### config.mk
export PLATFORM = sky130hd
export DESIGN_NAME = fifo_uart_tx
export DESIGN_NICKNAME = d
export VERILOG_FILES = /design/src/rtl/fifo_uart_tx.sv
export SDC_FILE = /design/constraint.sdc
export NUM_CORES = 1
export LEC_CHECK = 0
export CORE_MARGIN = 2
export CORE_UTILIZATION = 55
export DETAILED_ROUTE_END_ITERATION = 8
export PLACE_DENSITY = 0.8
export SLEW_MARGIN = 20
export SYNTH_ARGS = -nofsm -noshare
export SYNTH_HDL_FRONTEND = slang
export SYNTH_SLANG_ARGS = --single-unit
### constraint.sdc
create_clock -name clk -period 2.5 [get_ports clk]
set_input_delay 0.375 -clock clk [delete_from_list [all_inputs] [get_ports clk]]
set_output_delay 0.375 -clock clk [all_outputs]
set_load 0.02 [all_outputs]
### src/rtl/fifo_uart_tx.sv
// Purpose: pops 12-bit samples from a show-ahead FIFO and sends each as framed 8N1 UART bytes (hdr|hi, lo[, xor]).
// Latency: 3 cycles from an idle cycle with data available to the tx start bit; one sample takes 3 + NBYTES*10*BAUD_DIV cycles.
// Backpressure: pops only while idle with enable high and FIFO non-empty; the serial line paces readout. Macro FIFO_UART_TX_CHECKSUM_EN adds an XOR byte.
module fifo_uart_tx #(
    parameter int         CLK_FREQ   = 50_000_000,
    parameter int         BAUD       = 115200,
    parameter int         BAUD_DIV   = CLK_FREQ / BAUD,  // cycles per bit, must be >= 4
    parameter logic [3:0] HDR_NIBBLE = 4'hA
) (
    input  logic        clk,
    input  logic        rst_n,
    input  logic        enable,
    input  logic        fifo_empty,
    input  logic [11:0] fifo_rd_data,
    input  logic        fifo_rd_valid,
    output logic        fifo_rd_req,
    output logic        tx,
    output logic        busy,
    output logic        sample_done
);

    localparam int             CW        = (BAUD_DIV > 1) ? $clog2(BAUD_DIV) : 1;
    localparam logic [CW-1:0]  BAUD_LAST = CW'(BAUD_DIV - 1);
`ifdef FIFO_UART_TX_CHECKSUM_EN
    localparam logic [1:0]     LAST_BYTE = 2'd2;
`else
    localparam logic [1:0]     LAST_BYTE = 2'd1;
`endif

    typedef enum logic [2:0] {
        IDLE,
        REQ,
        WAIT_ACK,
        START,
        DATA,
        STOP
    } state_t;

    state_t        state, state_nxt;
    logic [CW-1:0] baud_cnt, baud_nxt;
    logic [2:0]    bit_cnt, bit_nxt;
    logic [1:0]    byte_idx, byte_nxt;
    logic [11:0]   sample_reg, sample_nxt;
    logic          tx_nxt;
    logic          req_nxt;
    logic          busy_nxt;
    logic          done_nxt;
    logic [7:0]    cur_byte;
    logic          bit_end;

    assign bit_end = (baud_cnt == BAUD_LAST);

    // Byte currently on the wire, derived from the held sample and the byte index.
    always_comb begin
        cur_byte = {HDR_NIBBLE, sample_reg[11:8]};
        case (byte_idx)
            2'd1:    cur_byte = sample_reg[7:0];
`ifdef FIFO_UART_TX_CHECKSUM_EN
            2'd2:    cur_byte = {HDR_NIBBLE, sample_reg[11:8]} ^ sample_reg[7:0];
`endif
            default: cur_byte = {HDR_NIBBLE, sample_reg[11:8]};
        endcase
    end

    // State and registered outputs; reset abandons any frame in flight.
    always_ff @(posedge clk or negedge rst_n) begin
        if (!rst_n) begin
            state       <= IDLE;
            baud_cnt    <= '0;
            bit_cnt     <= '0;
            byte_idx    <= '0;
            sample_reg  <= '0;
            tx          <= 1'b1;
            fifo_rd_req <= 1'b0;
            busy        <= 1'b0;
            sample_done <= 1'b0;
        end else begin
            state       <= state_nxt;
            baud_cnt    <= baud_nxt;
            bit_cnt     <= bit_nxt;
            byte_idx    <= byte_nxt;
            sample_reg  <= sample_nxt;
            tx          <= tx_nxt;
            fifo_rd_req <= req_nxt;
            busy        <= busy_nxt;
            sample_done <= done_nxt;
        end
    end

    // Next-state and next-output logic; outputs are computed one cycle ahead so they leave flops.
    always_comb begin
        state_nxt  = state;
        baud_nxt   = baud_cnt;
        bit_nxt    = bit_cnt;
        byte_nxt   = byte_idx;
        sample_nxt = sample_reg;
        tx_nxt     = tx;
        req_nxt    = 1'b0;
        busy_nxt   = busy;
        done_nxt   = 1'b0;

        case (state)
            IDLE: begin
                if (enable && !fifo_empty) begin
                    state_nxt = REQ;
                    req_nxt   = 1'b1;
                    busy_nxt  = 1'b1;
                end
            end

            REQ: begin
                // Head word is valid while the request is high; capture it now.
                sample_nxt = fifo_rd_data;
                state_nxt  = WAIT_ACK;
            end

            WAIT_ACK: begin
                if (fifo_rd_valid) begin
                    byte_nxt  = 2'd0;
                    baud_nxt  = '0;
                    tx_nxt    = 1'b0;
                    state_nxt = START;
                end else begin
                    // FIFO ran dry under us: the captured word is not real data.
                    busy_nxt  = 1'b0;
                    state_nxt = IDLE;
                end
            end

            START: begin
                if (bit_end) begin
                    baud_nxt  = '0;
                    bit_nxt   = 3'd0;
                    tx_nxt    = cur_byte[0];
                    state_nxt = DATA;
                end else begin
                    baud_nxt = baud_cnt + CW'(1);
                end
            end

            DATA: begin
                if (bit_end) begin
                    baud_nxt = '0;
                    if (bit_cnt == 3'd7) begin
                        tx_nxt    = 1'b1;
                        state_nxt = STOP;
                    end else begin
                        bit_nxt = bit_cnt + 3'd1;
                        tx_nxt  = cur_byte[bit_cnt + 3'd1];
                    end
                end else begin
                    baud_nxt = baud_cnt + CW'(1);
                end
            end

            STOP: begin
                if (bit_end) begin
                    baud_nxt = '0;
                    if (byte_idx != LAST_BYTE) begin
                        // Next byte starts straight after this stop bit, no idle gap.
                        byte_nxt  = byte_idx + 2'd1;
                        tx_nxt    = 1'b0;
                        state_nxt = START;
                    end else begin
                        done_nxt  = 1'b1;
                        busy_nxt  = 1'b0;
                        state_nxt = IDLE;
                    end
                end else begin
                    baud_nxt = baud_cnt + CW'(1);
                end
            end

            default: begin
                state_nxt = IDLE;
                tx_nxt    = 1'b1;
                busy_nxt  = 1'b0;
            end
        endcase
    end

endmodule

==> results.toml <==
[global_routing]
grt_pass1_vias = 1362
grt_max_degree = 34
antenna_found_initial = 0
grt_pass1_wl_um = 5961
track_usage_pct = 21.71
grt_overflow = 0

[worst_setup_path]
crit_cells = 5
path_max_fanout = 8
path_buf_inv = 0
crit_path_start_kind = "register"
r2r-end = "tx"
critPathRequiredTime_ns = 2.78
slowest_stage = "mux4_1"
worstPathCellList = "ha_1 -> mux4_1 -> nor2b_1 -> o2111ai_1 -> mux2_2"
crit_arrival_ns = 2.43
r2r_slack_ns = 0.35
timing.rr.start = "bit_cnt[0]"
crit_path_end_kind = "register"
reg2reg_depth = 5
critPathTopFamily = "multiplexers"
max_stage_delay_ns = 0.61
worst-setup-path-type = "reg -> reg"

[floorplan]
rows = 21
die_h_um = 61.91
ioPinCount = 21
coreArea_mm2 = 0.003284
die_area_mm2 = 0.003832
fp.dieW_um = 61.91
start_util_pct = 56.15

[routing]
via_per_inst = 5.931
drtIter0Drc = 96
ant_nets = 0
vias = 1459
routedWlPerCell_um = 14.89
drt_wl_total_um = 3662
drcViolationCount = 0
firstDrtPassIters = 4

[clock_network]
cts_max_level = 2
clockBufferDepth = 2
postCtsHoldBufs = 0
clk_pin_slew_worst_paths_ns = 0.11
post_cts_buffers = 0
cts_resized = 0
insertion_delay_ns = 0.34
cts.sinks = 33
cts_root_buf = "clkbuf_4"
numCtsBuffers = 5
cts_tree = "done"

[timing]
fin_crit_sh_pct = 86.14
hold_viol_final = 0
rsz0062_at_grt = "false"
fin_tns_setup_ns = 0
worst_pin_slew_ns = 0.5721
min_period_ns = 2.153
hold_slack_ns = 0.4327
drv_slew = 0
setup_violations = 0
max_freq_ghz = 0.4644
worst_clock_skew_ns = 0.01590
slew_headroom_pct = 61.86

[power]
leakagePower_nw = 0.9297
ir_worst_vdd_mv = 0.3070
power.density_mw_per_mm2 = 431.8
finalPower_w = 0.0009206

[final_layout]
area_delta_synth_final_pct = 15.60
final_area_mm2 = 0.002132
insertedDiodeCount = 0
drive_above_1_share_pct = 9.000
fin_cells = 246
nFillCells = 277
fin_nets = 223
largest_reg_flops = 12

[placed_design]
dp.final_hpwl_um = 2737
dp.cells = 238
port_buffers = 20
place_congestion = 0.8977
placed_cell_area_mm2 = 0.002062

[synthesis]
synth_enable_flop_cells = 0
ys.flop_type = "dfrtp_1"
ys_types = 45
ys_ff_latch = 33
ys_seq_area_share_pct = 44.84
synth.avg_cell_area_um2 = 10.25
yosys_warnings = 0
syn_nets = 204
async_flop_share_pct = 100.0
syn_inst = 180
synthesis.area_mm2 = 0.001844

[run_status]
outcome = "finished, final reports clean"

[worst_hold_path]
hold_class = "in -> async"

[job]
cap_violations = 0
[cell usage after synthesis (2+ instances only)]
| library cell | n | area [um^2] |
|---|---|---|
| and3_1 | 4 | 25.02 |
| or2_1 | 2 | 12.51 |
| inv_1 | 6 | 22.52 |
| ha_1 | 7 | 87.58 |
| mux2_1 | 13 | 146.4 |
| nand2_1 | 16 | 60.06 |
| nor2_1 | 12 | 45.04 |
| dfrtp_1 | 32 | 800.8 |
| buf_2 | 5 | 25.02 |
| a21oi_1 | 4 | 20.02 |
| nand3b_1 | 4 | 30.03 |
| a31oi_1 | 2 | 12.51 |
| mux2i_1 | 4 | 40.04 |
| nor2b_1 | 2 | 12.51 |
| xor2_1 | 2 | 17.52 |
| nor3_1 | 4 | 20.02 |
| o21ai_0 | 12 | 60.06 |
| clkbuf_1 | 3 | 11.26 |
| nand3_1 | 3 | 15.01 |
| nand2b_1 | 3 | 18.77 |
| o21ai_1 | 16 | 80.08 |
[report_power, final]
| group | switching, W | internal, W | leakage (nW) |
|---|---|---|---|
| sequential | 0.000000546 | 0.000534 | 0.426 |
| clock | 0.000181 | 0.000163 | 0.0413 |
| combinational | 0.0000167 | 0.0000255 | 0.463 |
| total | 0.000198 | 0.000723 | 0.930 |
[area by class of cell]
| type | instances | area (um^2) | share of cell area [%] |
|---|---|---|---|
| multi-input cells | 132 | 947.2 | 44.42 |
| flip-flops and latches | 33 | 827.0 | 38.79 |
| repair buffers | 21 | 207.7 | 9.742 |
| clock buffers | 7 | 65.06 | 3.052 |
| well taps | 46 | 57.56 | 2.700 |
| inverters | 6 | 22.52 | 1.056 |
| clock inverters | 1 | 5.005 | 0.2347 |
[how the worst max path moves through the flow]
stage	startpoint	end
4_1_cts	bit_cnt[0]	tx
5_1_grt	bit_cnt[0]	tx
3_5_place_dp	bit_cnt[0]	tx
3_3_place_gp	bit_cnt[0]	tx
2_1_floorplan	bit_cnt[0]	tx
6_report	bit_cnt[0]	tx
[through the flow]
stage | util (%) | worst slack (ns)
CTS | 64.91 | 0.3464
floorplan | - | 0.5568
detailed placement | 62.78 | 0.3446
finish | 64.91 | 0.3466
global placement | 62.78 | 0.5174
global route | 64.91 | 0.2833
[per-layer routing]
layer | share of wire [%] | GRT usage, % | vias to the layer above | wire length, um
li1 | - | - | 688 | -
met1 | 40 | 24.74 | 717 | 1455
met2 | 54 | 38.65 | 49 | 1960
met3 | 5.5 | 6.211 | 5 | 200
met4 | 1.2 | 7.903 | 0 | 45
met5 | 0 | 0 | - | 0
[worst register-to-register path: stages (launching register included)]
cell	delay, ns
dfrtp_1	0.46
ha_1	0.45
mux4_1	0.61
nor2b_1	0.14
o2111ai_1	0.14
mux2_2	0.29
[layout by cell type, fill, tap and decap left out, drive strengths merged]
cell            n
or3             1
xor2            2
buf             1
o2111ai         1
a31oi           2
and3b           1
ha              7
nand2b          3
nand4           1
mux4            1
inv             6
and3            4
nand4bb         1
nor3            5
mux2i           4
o311ai          2
clkdlybuf4s50  20
nand4b          1
o21a            1
nor2           12
mux2           15
dfrtp          32
clkbuf          7
a21oi           4
o31ai           1
nand3b          4
a2111oi         1
or2             2
nor4b           1
nor2b           2
o21ai          28
a32o            1
o32ai           1
clkinv          1
and2            1
o22ai           1
nand3           3
a2bb2oi         2
dfstp           1
nand2          16
[kinds of logic after synthesis]
| kind of cell | share of synthesized area, % |
|---|---|
| AOI/OAI and AO/OA | 15.81 |
| DFF | 44.84 |
| xor gates and xnor gates | 0.9500 |
| buffers and inverters | 3.799 |
| muxes | 12.96 |
| adders and majority gates | 4.749 |
| and+or+nand+nor | 16.89 |
Note: power is estimated with default switching activity, not from simulation.
